[src/rtl/alu_pkg.sv]
// Shared constants, op-code encoding and flag bundle for the 32-bit ALU.
// Extended shift/compare op-codes are only decoded when ALU_EXT_OPS_EN is defined.
package alu_pkg;

  localparam int WIDTH   = 32;
  localparam int SHAMT_W = $clog2(WIDTH);

  typedef enum logic [3:0] {
    OP_AND  = 4'b0000,
    OP_OR   = 4'b0001,
    OP_XOR  = 4'b0010,
    OP_NOR  = 4'b0011,
    OP_ADD  = 4'b0100,
    OP_SUB  = 4'b0101,
    OP_SLT  = 4'b0110,
    OP_SLL  = 4'b0111,
    OP_SRL  = 4'b1000,
    OP_SRA  = 4'b1001,
    OP_SLTU = 4'b1010
  } alu_op_e;

  typedef struct packed {
    logic zf;
    logic of;
    logic sf;
    logic cf;
    logic pf;
  } alu_flags_t;

endpackage

[src/rtl/alu_addsub.sv]
// Shared adder/subtractor: subtraction is done as a + ~b + 1.
// Purely combinational. There is no handshake and no backpressure.
module alu_addsub
  import alu_pkg::*;
(
  input  logic [WIDTH-1:0] a_i,
  input  logic [WIDTH-1:0] b_i,
  input  logic             sub_i,
  output logic [WIDTH-1:0] sum_o,
  output logic             carry_o,
  output logic             ovf_o
);

  logic [WIDTH-1:0] b_eff;
  logic [WIDTH:0]   full;

  assign b_eff = sub_i ? ~b_i : b_i;
  assign full  = {1'b0, a_i} + {1'b0, b_eff} + {{WIDTH{1'b0}}, sub_i};

  assign sum_o   = full[WIDTH-1:0];
  assign carry_o = full[WIDTH];
  // Operands of the same effective sign that produce a result of the other sign
  assign ovf_o   = (a_i[WIDTH-1] == b_eff[WIDTH-1]) && (sum_o[WIDTH-1] != a_i[WIDTH-1]);

endmodule

[src/rtl/alu_unit.sv]
// 32-bit ALU with registered result and ZF/OF/SF/CF/PF. Latency is one cycle, and a new op is accepted every cycle.
// There is no backpressure. Defining ALU_EXT_OPS_EN enables SRL/SRA/SLTU.
module alu_unit
  import alu_pkg::*;
(
  input  logic             clk,
  input  logic             rst_n,
  input  logic [3:0]       ALU_OP,
  input  logic [WIDTH-1:0] A,
  input  logic [WIDTH-1:0] B,
  output logic [WIDTH-1:0] F,
  output logic             ZF,
  output logic             OF,
  output logic             SF,
  output logic             CF,
  output logic             PF
);

  alu_op_e          op;
  logic [SHAMT_W-1:0] shamt;
  logic             as_sub;
  logic [WIDTH-1:0] as_sum;
  logic             as_carry;
  logic             as_ovf;

  logic [WIDTH-1:0] f_d, f_q;
  logic             cf_d, of_d;
  alu_flags_t       flags_d, flags_q;

  assign op     = alu_op_e'(ALU_OP);
  assign shamt  = A[SHAMT_W-1:0];
  assign as_sub = (op != OP_ADD);

  alu_addsub u_addsub (
    .a_i     (A),
    .b_i     (B),
    .sub_i   (as_sub),
    .sum_o   (as_sum),
    .carry_o (as_carry),
    .ovf_o   (as_ovf)
  );

  always_comb begin
    f_d  = '0;
    cf_d = 1'b0;
    of_d = 1'b0;
    case (op)
      OP_AND: f_d = A & B;
      OP_OR:  f_d = A | B;
      OP_XOR: f_d = A ^ B;
      OP_NOR: f_d = ~(A | B);
      OP_ADD: begin
        f_d  = as_sum;
        cf_d = as_carry;
        of_d = as_ovf;
      end
      OP_SUB: begin
        f_d  = as_sum;
        cf_d = ~as_carry;
        of_d = as_ovf;
      end
      // Signed less-than: the sign of the true difference is sum sign corrected by overflow
      OP_SLT: f_d = {{(WIDTH-1){1'b0}}, as_sum[WIDTH-1] ^ as_ovf};
      OP_SLL: f_d = B << shamt;
`ifdef ALU_EXT_OPS_EN
      OP_SRL:  f_d = B >> shamt;
      OP_SRA:  f_d = $unsigned($signed(B) >>> shamt);
      OP_SLTU: f_d = {{(WIDTH-1){1'b0}}, ~as_carry};
`endif
      default: f_d = '0;
    endcase
  end

  always_comb begin
    flags_d    = '0;
    flags_d.zf = (f_d == '0);
    flags_d.of = of_d;
    flags_d.sf = f_d[WIDTH-1];
    flags_d.cf = cf_d;
    flags_d.pf = ~^f_d;
  end

  // Flags are registered separately from F so that reset can clear ZF/PF as well
  always_ff @(posedge clk) begin
    if (!rst_n) begin
      f_q     <= '0;
      flags_q <= '0;
    end else begin
      f_q     <= f_d;
      flags_q <= flags_d;
    end
  end

  assign F  = f_q;
  assign ZF = flags_q.zf;
  assign OF = flags_q.of;
  assign SF = flags_q.sf;
  assign CF = flags_q.cf;
  assign PF = flags_q.pf;

endmodule

[config.mk]
export PLATFORM = sky130hd
export DESIGN_NAME = alu_unit
export DESIGN_NICKNAME = d
export VERILOG_FILES = /design/src/rtl/alu_pkg.sv /design/src/rtl/alu_addsub.sv /design/src/rtl/alu_unit.sv
export SDC_FILE = /design/constraint.sdc
export NUM_CORES = 1
export LEC_CHECK = 0
export CAP_MARGIN = 40
export CORE_MARGIN = 3
export CORE_UTILIZATION = 58
export CTS_BUF_LIST = sky130_fd_sc_hd__clkbuf_4 sky130_fd_sc_hd__clkbuf_8 sky130_fd_sc_hd__clkbuf_16
export CTS_CLUSTER_DIAMETER = 150
export CTS_CLUSTER_SIZE = 16
export DETAILED_ROUTE_END_ITERATION = 8
export PLACE_DENSITY = 0.84
export SYNTH_ARGS = -nofsm -noshare
export SYNTH_HDL_FRONTEND = slang
export SYNTH_HIERARCHICAL = 1
export SYNTH_SLANG_ARGS = --single-unit
[constraint.sdc]
create_clock -name clk -period 9 [get_ports clk]
set_clock_uncertainty 0.15 [all_clocks]
set_input_delay 1.8 -clock clk [delete_from_list [all_inputs] [get_ports clk]]
set_output_delay 1.8 -clock clk [all_outputs]
set_load 0.005 [all_outputs]
* After elaboration in Yosys (flattened, before gate mapping)
Cells that the tools add are included.
Word-level totals: flip-flop bits (word level) 37, output and inout port bits 37, input port bits 70, logic and storage cells 35
Cells by class: shift-type cells 1, equal/unequal tests 10, reductions and logical operators 6, bitwise logic cells 7, add/subtract/negate cells 2, mux-type cells 3
Operators by type and width (number):
- 32-bit one-hot mux with 7 select lines | 1
- 32-bit inverter | 2
- 32-bit by 32-bit adder with 33-bit output | 1
- 33-bit by 1-bit adder with 33-bit output | 1
- 32-bit bitwise AND | 1
- 32-bit zero test | 1
- 32-bit 2-to-1 mux | 1
- 32-bit OR | 1
- 32-bit XNOR reduction | 1
- 32-bit by 5-bit << shifter with 32-bit output | 1
- 32-bit XOR | 1
- 4-bit by 3-bit equality test with 1-bit output (second input constant) | 4
- 4-bit by 2-bit equality test with 1-bit output (second input constant) | 2
- 4-bit by 1-bit equality test with 1-bit output (second input constant) | 1
- 4-bit zero test | 1
- 4-bit by 3-bit != test with 1-bit output (second input constant) | 1
- 1-bit one-hot mux with 2 select lines | 1
- 2-bit AND reduction | 1
- 2-bit OR reduction | 1
- 1-bit equality test | 1
- 1-bit logical AND | 1
- 1-bit != test | 1
- 1-bit inverter | 1
- 1-bit XOR | 1

* Longest topological paths before layout
depth in word-level cells 9, gate-level depth with buffers 27, depth with buffers taken out 22

* Hierarchy
The synthesis kept the hierarchy.
Modules (own cells, without submodules):
- alu_unit | sequential area each 720.7 µm², cells each 681, times used 1, area an instance 5685.5 µm²
- alu_addsub | sequential area each 0.0 µm², cells each 276, times used 1, area an instance 1983.2 µm²

* Worst setup path before layout
No wires, ideal clock.
path kind input-to-reg, start in ALU_OP[0], end reg flags_q, in the netlist PF, data arrival time 6.655 ns, data required time 8.735 ns, buffers on the path 5, stages on the path 26, setup time 0.115 ns, setup slack 2.080 ns, cells stage by stage clkbuf_1 -> nor2_1 -> clkbuf_1 -> nand3_1 -> clkbuf_2 -> buf_1 -> xor2_1 -> ha_1 -> clkbuf_1 -> a21o_1 -> a21o_1 -> o31ai_2 -> o21ai_1 -> a31o_2 -> a211oi_2 -> xnor2_1 -> nor2b_1 -> a32oi_1 -> o211a_1 -> o211a_1 -> ha_1 -> xor2_1 -> xnor2_1 -> xnor2_1 -> xnor2_1 -> and2_1
On the way: elaborated cells on any way between the ends 19, those cells by class add/sub (2); eq/ne (10); mux (2); bitwise (1); reduce/logical (4)
RTL lines:
- from (decl) | RTL line alu_unit.sv:8 | input logic [3:0] ALU_OP,
- 4-bit by 3-bit != test with 1-bit output (*) | RTL line alu_unit.sv:32 | assign as_sub = (op != OP_ADD);
- via as_sub | RTL line alu_unit.sv:21 | logic as_sub;
- 32-bit 2-to-1 mux | RTL line alu_addsub.sv:17 | assign b_eff = sub_i ? ~b_i : b_i;
- 32-bit by 32-bit adder with 33-bit output | RTL line alu_addsub.sv:18 | assign full = {1'b0, a_i} + {1'b0, b_eff} + {{WIDTH{1'b0}}, sub_i};
- 33-bit by 1-bit adder with 33-bit output (*) | RTL line alu_addsub.sv:18
- via as_sum[30] | RTL line alu_unit.sv:22 | logic [WIDTH-1:0] as_sum;
- 32-bit one-hot mux with 7 select lines (*) | RTL line alu_unit.sv:47 | case (op)
- 32-bit XNOR reduction (*) | RTL line alu_unit.sv:80 | flags_d.pf = ~^f_d;
- to (signal assigned) | RTL line alu_unit.sv:90 | flags_q <= flags_d;
- to (decl) | RTL line alu_unit.sv:28 | alu_flags_t flags_d, flags_q;
The timed path passes the listed nets; every way through them passes the cells marked *. A chain may end at the register's enable or synchronous reset.

* Worst setup path after layout
start in ALU_OP[3], end reg flags_q, in the netlist PF
On the way: word-level cells in the longest chain between the ends 9, elaborated cells on any way between the ends 19, those cells by class add/sub (2); eq/ne (10); mux (2); bitwise (1); reduce/logical (4)
Ends and longest elaborated chain:
- 4-bit by 3-bit != test with 1-bit output (*) | RTL line alu_unit.sv:32
- via as_sub | RTL line alu_unit.sv:21
- 32-bit 2-to-1 mux | RTL line alu_addsub.sv:17
- 32-bit by 32-bit adder with 33-bit output | RTL line alu_addsub.sv:18
- 33-bit by 1-bit adder with 33-bit output | RTL line alu_addsub.sv:18
- 1-bit != test | RTL line alu_addsub.sv:23 | assign ovf_o = (a_i[WIDTH-1] == b_eff[WIDTH-1]) && (sum_o[WIDTH-1] != a_i[WIDTH-1]);
- 1-bit logical AND (*) | RTL line alu_addsub.sv:23
- via as_ovf | RTL line alu_unit.sv:24 | logic as_ovf;
- 1-bit XOR (*) | RTL line alu_unit.sv:63 | OP_SLT: f_d = {{(WIDTH-1){1'b0}}, as_sum[WIDTH-1] ^ as_ovf};
- 32-bit one-hot mux with 7 select lines (*) | RTL line alu_unit.sv:47
- 32-bit XNOR reduction (*) | RTL line alu_unit.sv:80
Marks and branches as above.

==> flow_summary.toml <==
[critical_path]
cp.depth = 21
crit_fanout = 18
critical_path_arrival_ps = 7330
cell_repeated_most_along_the_worst_path = "xnor2_1"
worst_path_dominant_cell_family = "compound AO/OA/AOI/OAI gates"
worst_setup_path_start_kind = "input pin"
worst-endpoint-required_ps = 9020
max_stage_delay_ps = 520
setup.worst_path.class = "in2reg"
timing.critical_path.to_type = "register"
setup_crit_start = "ALU_OP[3]"
cp_slowest_cell = "a311oi_1"
worstSetupEndpoint = "PF"
cp_num_buf_inv = 3
path_cells = "clkdlybuf4s50_1 -> inv_1 -> nand3_2 -> buf_4 -> xor2_1 -> ha_1 -> a21oi_1 -> o21a_1 -> nor2_1 -> a211oi_1 -> a21oi_1 -> o22ai_2 -> mux2_1 -> xor2_1 -> a311oi_1 -> ha_1 -> xnor2_1 -> xnor2_1 -> xnor2_1 -> xnor2_1 -> and2_1"

[sta]
report.final.setup_viol = 0
layout_min_cycle_time_ps = 7300
final_hold_viol_count = 0
relative_slew_slack_pct = 43.9
unrepaired_setup_endpoints_after_global_routing = "no"
timing.final.max_slew_violations = 0
finalCritPeriodShare_pct = 81.2
post_route_worst_hold_slack_ps = 2200
worst_slew_pin_slew_ps = 835
max_freq_mhz = 137
setup_total_negative_slack_ps = 0

[die]
fp.dieH_um = 121
standard_cell_rows = 41
num_io_pins = 107
start_util_pct = 60.0
core_region_area_mm2 = 0.0128
die_x_um = 121
die-area_mm2 = 0.0146

[clock_network]
post_cts_hold_buffer_count = 0
tritoncts = "done"
cts_setup_buffers = 0
worst_setup_hold_path_clk_slew_ps = 50
htreeDepth = 2
cts-resized-gates = 0
root_buffer = "clkbuf_16"
clockBufferDepth = 2
cts_inserted_buffers = 5
clock_sink_count = 36

[global_route]
via_count_of_the_first_global_routing_pass = 7176
antenna_violations_before_repair = 0
gr-total-overflow = 0
grt_first_pass_wirelength_um = 39000
grt_max_degree = 52
gr-usage-all-layers_pct = 33.8

[logic_synthesis]
netlist-cell-type-count = 74
synthesis.area_mm2 = 0.00767
synth_ff_type = "dfxtp_1"
async_flop_share_pct = 0
synth-warning-count = 6
synthesis.nets = 1141
post_synth_inst_count = 957
synth-edff-count = 0
syn_avg_cell_area_um2 = 8.01
yosysSeqAreaShare_pct = 9.40
synth_seq_cells = 36

[final_layout]
finalNetCount = 1212
area_growth_syn_to_layout_pct = 16.6
diodes = 0
drive_above_1_share_pct = 7.29

[pwr]
p_leak_nw = 3.86
pwr_cell_area_mw_per_mm2 = 105
power_w = 0.000939
vdd_ir_drop_max_v = 0.0000623

[drt]
antenna_viol_nets_final = 0
via_per_inst = 6.47
route.vias.total = 7775
detailed_routing_iteration_count_for_the_pre_antenna_repair_pass = 6
avgRoutedWirePerCell_um = 21.1
drt_drc_violations_left = 0
drt_iter0_drc = 1104
drt_wl_total_um = 25300

[place]
dpl.hpwl_um = 19500
routabilityCongestion = 1.05
port_buffers = 106

[flow_run]
max_cap_viol_count = 0

[hold_path]
path_class_of_the_lowest_slack_min_delay_path = "in2reg"

[status]
status = "finished, final reports clean"
## worst min-delay path by stage
stage | startpoint | end | depth (start not counted)
final | rst_n | F[21] | 3
after global routing | rst_n | F[17] | 3
after CTS | rst_n | F[21] | 3
after detailed placement | OF | OF | 1
after global placement | OF | OF | 1
after floorplan | ALU_OP[3] | CF | 2
## routing by layer
metal  global-route usage [%]  share of wire [%]  routed length [µm]  vias up
met4                     13.5                4.4                1100        0
met3                     7.18                 10                2610       64
met2                     52.1                 44               11000      473
met1                     45.9                 42               10600     3620
li1                         -                  -                   -     3618
met5                        0                  0                   0        -
## logic make-up (layout without fill, tap and decap cells)
| kind of cell | Yosys count | count (layout) | share of synthesized area (%) |
|---|---|---|---|
| mux | 77 | 77 | 14.5 |
| fa+ha+maj | 114 | 114 | 18.7 |
| simple gates | 237 | 237 | 15.1 |
| buf+inv | 137 | 209 | 7.42 |
| compound gates | 256 | 256 | 23.5 |
| flops | 36 | 36 | 9.40 |
| xor+xnor | 100 | 100 | 11.4 |
## cell usage in the layout, fill, tap and decap left out, drive strengths merged, types with 26 or more instances in the layout
cell,count
inv,80
xor2,51
o21ai,27
xnor2,49
nand2,70
nor2b,28
ha,113
a22oi,36
nor2,57
o22ai,26
a21oi,60
clkdlybuf4s50,103
dfxtp,36
mux2i,38
## cell usage after synthesis, drive strengths merged, types with 5 or more instances
cell type	number	area share, %
xor2	51	5.8
nand2b	7	0.57
mux4	25	7.4
o22a	7	0.80
dfxtp	36	9.4
a21oi	60	3.9
ha	113	18
o21a	12	1.2
mux2	14	2.1
a22oi	36	3.5
o211ai	9	0.95
nor2	57	2.8
a22o	5	0.57
nand4	6	0.49
o22ai	26	2.2
and3	10	0.82
nor4	6	0.49
and2	9	0.73
a211oi	13	1.5
o211a	5	0.65
o21ai	27	1.8
nor3	13	0.91
a32oi	6	0.69
a21o	9	0.88
inv	80	3.9
buf	30	2.2
xnor2	49	5.6
nand3	20	1.3
nor2b	28	2.3
mux2i	38	5.0
clkbuf	26	1.3
nand2	70	3.4
a31oi	5	0.41
o31a	13	1.5
## where the power goes
part           leakage, nW  internal, W  total (W)  switching (W)
sequential           0.294     0.000171   0.000174     0.00000286
clock               0.0780     0.000116   0.000176      0.0000597
combinational         3.49     0.000268   0.000589       0.000321
## registers in the layout (all words and copies together), names as in the netlist
name  count
CF        1
PF        1
ZF        1
F        32
OF        1
## layout make-up
type | count | area, µm²
tap | 172 | 215
clock buffer | 8 | 154
fill | 1047 | 3830
timing repair buffer | 120 | 1160
multi-input combinational | 784 | 6390
sequential | 36 | 721
inverter | 81 | 304
## tightest hold or removal path, delay by kind of cell
family / cells / cell delay [ps]
AO/OA/AOI/OAI: 1 / 140
buffers and inverters: 2 / 630
## metrics by stage
step	area [µm²]	setup slack [ps]	std cells	utilization, %
after floorplan	7670	2080	957	-
after global placement	8770	1540	1192	68.7
after detailed placement	8780	1530	1193	68.8
after CTS	8940	1780	1201	70.0
after global routing	8940	1280	1201	70.0
final	8940	1700	1201	70.0
No activity file was read; power rests on OpenSTA's default activity.
==> variant, RTL diff (same flow settings) <==
Take the reset off `f_q` and load it in a clocked block of its own.
--- a/src/rtl/alu_unit.sv
+++ b/src/rtl/alu_unit.sv
@@ -83,12 +83,14 @@
   // Flags are registered separately from F so that reset can clear ZF/PF as well
   always_ff @(posedge clk) begin
     if (!rst_n) begin
-      f_q     <= '0;
       flags_q <= '0;
     end else begin
-      f_q     <= f_d;
       flags_q <= flags_d;
     end
+  end
+
+  always_ff @(posedge clk) begin
+    f_q <= f_d;
   end
 
   assign F  = f_q;
Function: changed (a bounded check fails within 4 cycles, from zero or initial values and one cycle with rst_n low).
==> variant against the original RTL <==
Area after synthesis is 1.4% lower; wire length shrank 4.5%; synthesized cell count down 1.9%; final area down 1.0%; worst setup slack worse by 57 ps; total power is 5.7% higher; sequential cell count up 1; count of clock-buffer cells in the layout decreased by 1.
==> variant: results (changes against the original RTL) <==
<table>
<tr><th>Metric</th><th>Value</th></tr>
<tr><th colspan="2">Setup path</th></tr>
<tr><td>Maximum net fanout on the critical path</td><td>25 (+7)</td></tr>
<tr><td>Slowest cell on the critical path</td><td>nand3b_1</td></tr>
<tr><td>Data arrival time of the critical path</td><td>7380 ps (+50 ps)</td></tr>
<tr><th colspan="2">Logic synthesis</th></tr>
<tr><td>Synthesized area per cell</td><td>8.050 µm² (+0.45%)</td></tr>
<tr><td>Multiplexer area fraction after synthesis</td><td>12.94% (-1.5 points)</td></tr>
<tr><td>Synthesized netlist net count</td><td>1123 (-1.6%)</td></tr>
<tr><td>Sequential fraction of the synthesis area</td><td>9.800% (+0.40 points)</td></tr>
<tr><td>Complex-gate fraction of the synthesized area</td><td>25.62% (+2.1 points)</td></tr>
<tr><td>Synthesized-area fraction occupied by xor and xnor cells</td><td>11.94% (+0.51 points)</td></tr>
<tr><td>Synthesized-area fraction occupied by adder cells</td><td>18.97% (+0.27 points)</td></tr>
<tr><td>Synth cell count leaders</td><td>113 x ha_1, 81 x inv_1, 80 x nand2_1, 59 x a21oi_1, 56 x xnor2_1</td></tr>
<tr><td>Number of distinct standard cells referenced by the synthesized netlist</td><td>76 (+2.7%)</td></tr>
<tr><th colspan="2">Power and ir drop</th></tr>
<tr><td>Combinational Power Share</td><td>60.8% (-1.9 points)</td></tr>
<tr><td>Worst VDD drop</td><td>76.22 µV (+22%)</td></tr>
<tr><td>Portion of total power attributed to sequential cells</td><td>18.9% (+0.3 points)</td></tr>
<tr><td>Leakage dissipation</td><td>3.885 nW (+0.54%)</td></tr>
<tr><td>Total combinational power</td><td>0.603 mW (+2%)</td></tr>
<tr><th colspan="2">Placement</th></tr>
<tr><td>Hpwl dp</td><td>18770 µm (-3.8%)</td></tr>
<tr><td>Placed cell count</td><td>1171 (-1.8%)</td></tr>
<tr><td>Post-detailed-placement cell area</td><td>8668 µm² (-1.3%)</td></tr>
<tr><td>Worst setup slack before clock tree synthesis</td><td>1424 ps (-105.2 ps)</td></tr>
<tr><th colspan="2">Detailed routing</th></tr>
<tr><td>Initial DRC count</td><td>988 (-11%)</td></tr>
<tr><td>Via Count</td><td>7686 (-1.1%)</td></tr>
<tr><th colspan="2">GRT</th></tr>
<tr><td>Overall fraction of global-route tracks in use</td><td>33.06% (-0.69 points)</td></tr>
<tr><td>Global-route wire length before repair</td><td>38140 µm (-2.3%)</td></tr>
<tr><th colspan="2">Outcome</th></tr>
<tr><td>Outcome</td><td>completed</td></tr>
<tr><th colspan="2">Layout</th></tr>
<tr><td>Ratio of cells with drive above 1 in the final layout</td><td>9.136% (+1.8 points)</td></tr>
</table>
-- variant: routing by layer --
layer  global-route usage (%)  part of all wire [%]
met1                    44.76                    40
met2                    50.72                    44
met3                    6.692                    11
met4                    14.89                   4.2
met5                        0                     0
-- variant: cells by family (layout without fill, tap and decap cells) --
kind of cell | after synthesis | count (layout)
buffers and inverters | 141 | 209
AND/OR/NAND/NOR | 209 | 209
XOR/XNOR | 103 | 103
flip-flops | 37 | 37
multiplexers | 66 | 66
adder cells (fa/ha/maj) | 114 | 114
AO/OA/AOI/OAI | 269 | 269
-- variant: final cells by class --
class,count,area (µm²),area share (%)
flip-flops and latches,37,740.7,8.375
well taps,172,215.2,2.433
clock buffers,7,146.4,1.655
repair buffers,119,1155,13.06
multi-input cells,761,6250,70.66
clock inverters,1,30.03,0.3395
inverters,82,307.8,3.480
-- variant: worst paths after layout --
check             startpoint  end  slack (ps)  depth (start not counted)
setup / recovery   ALU_OP[3]   PF        1640                         24
hold / removal         rst_n   ZF        2090                          3
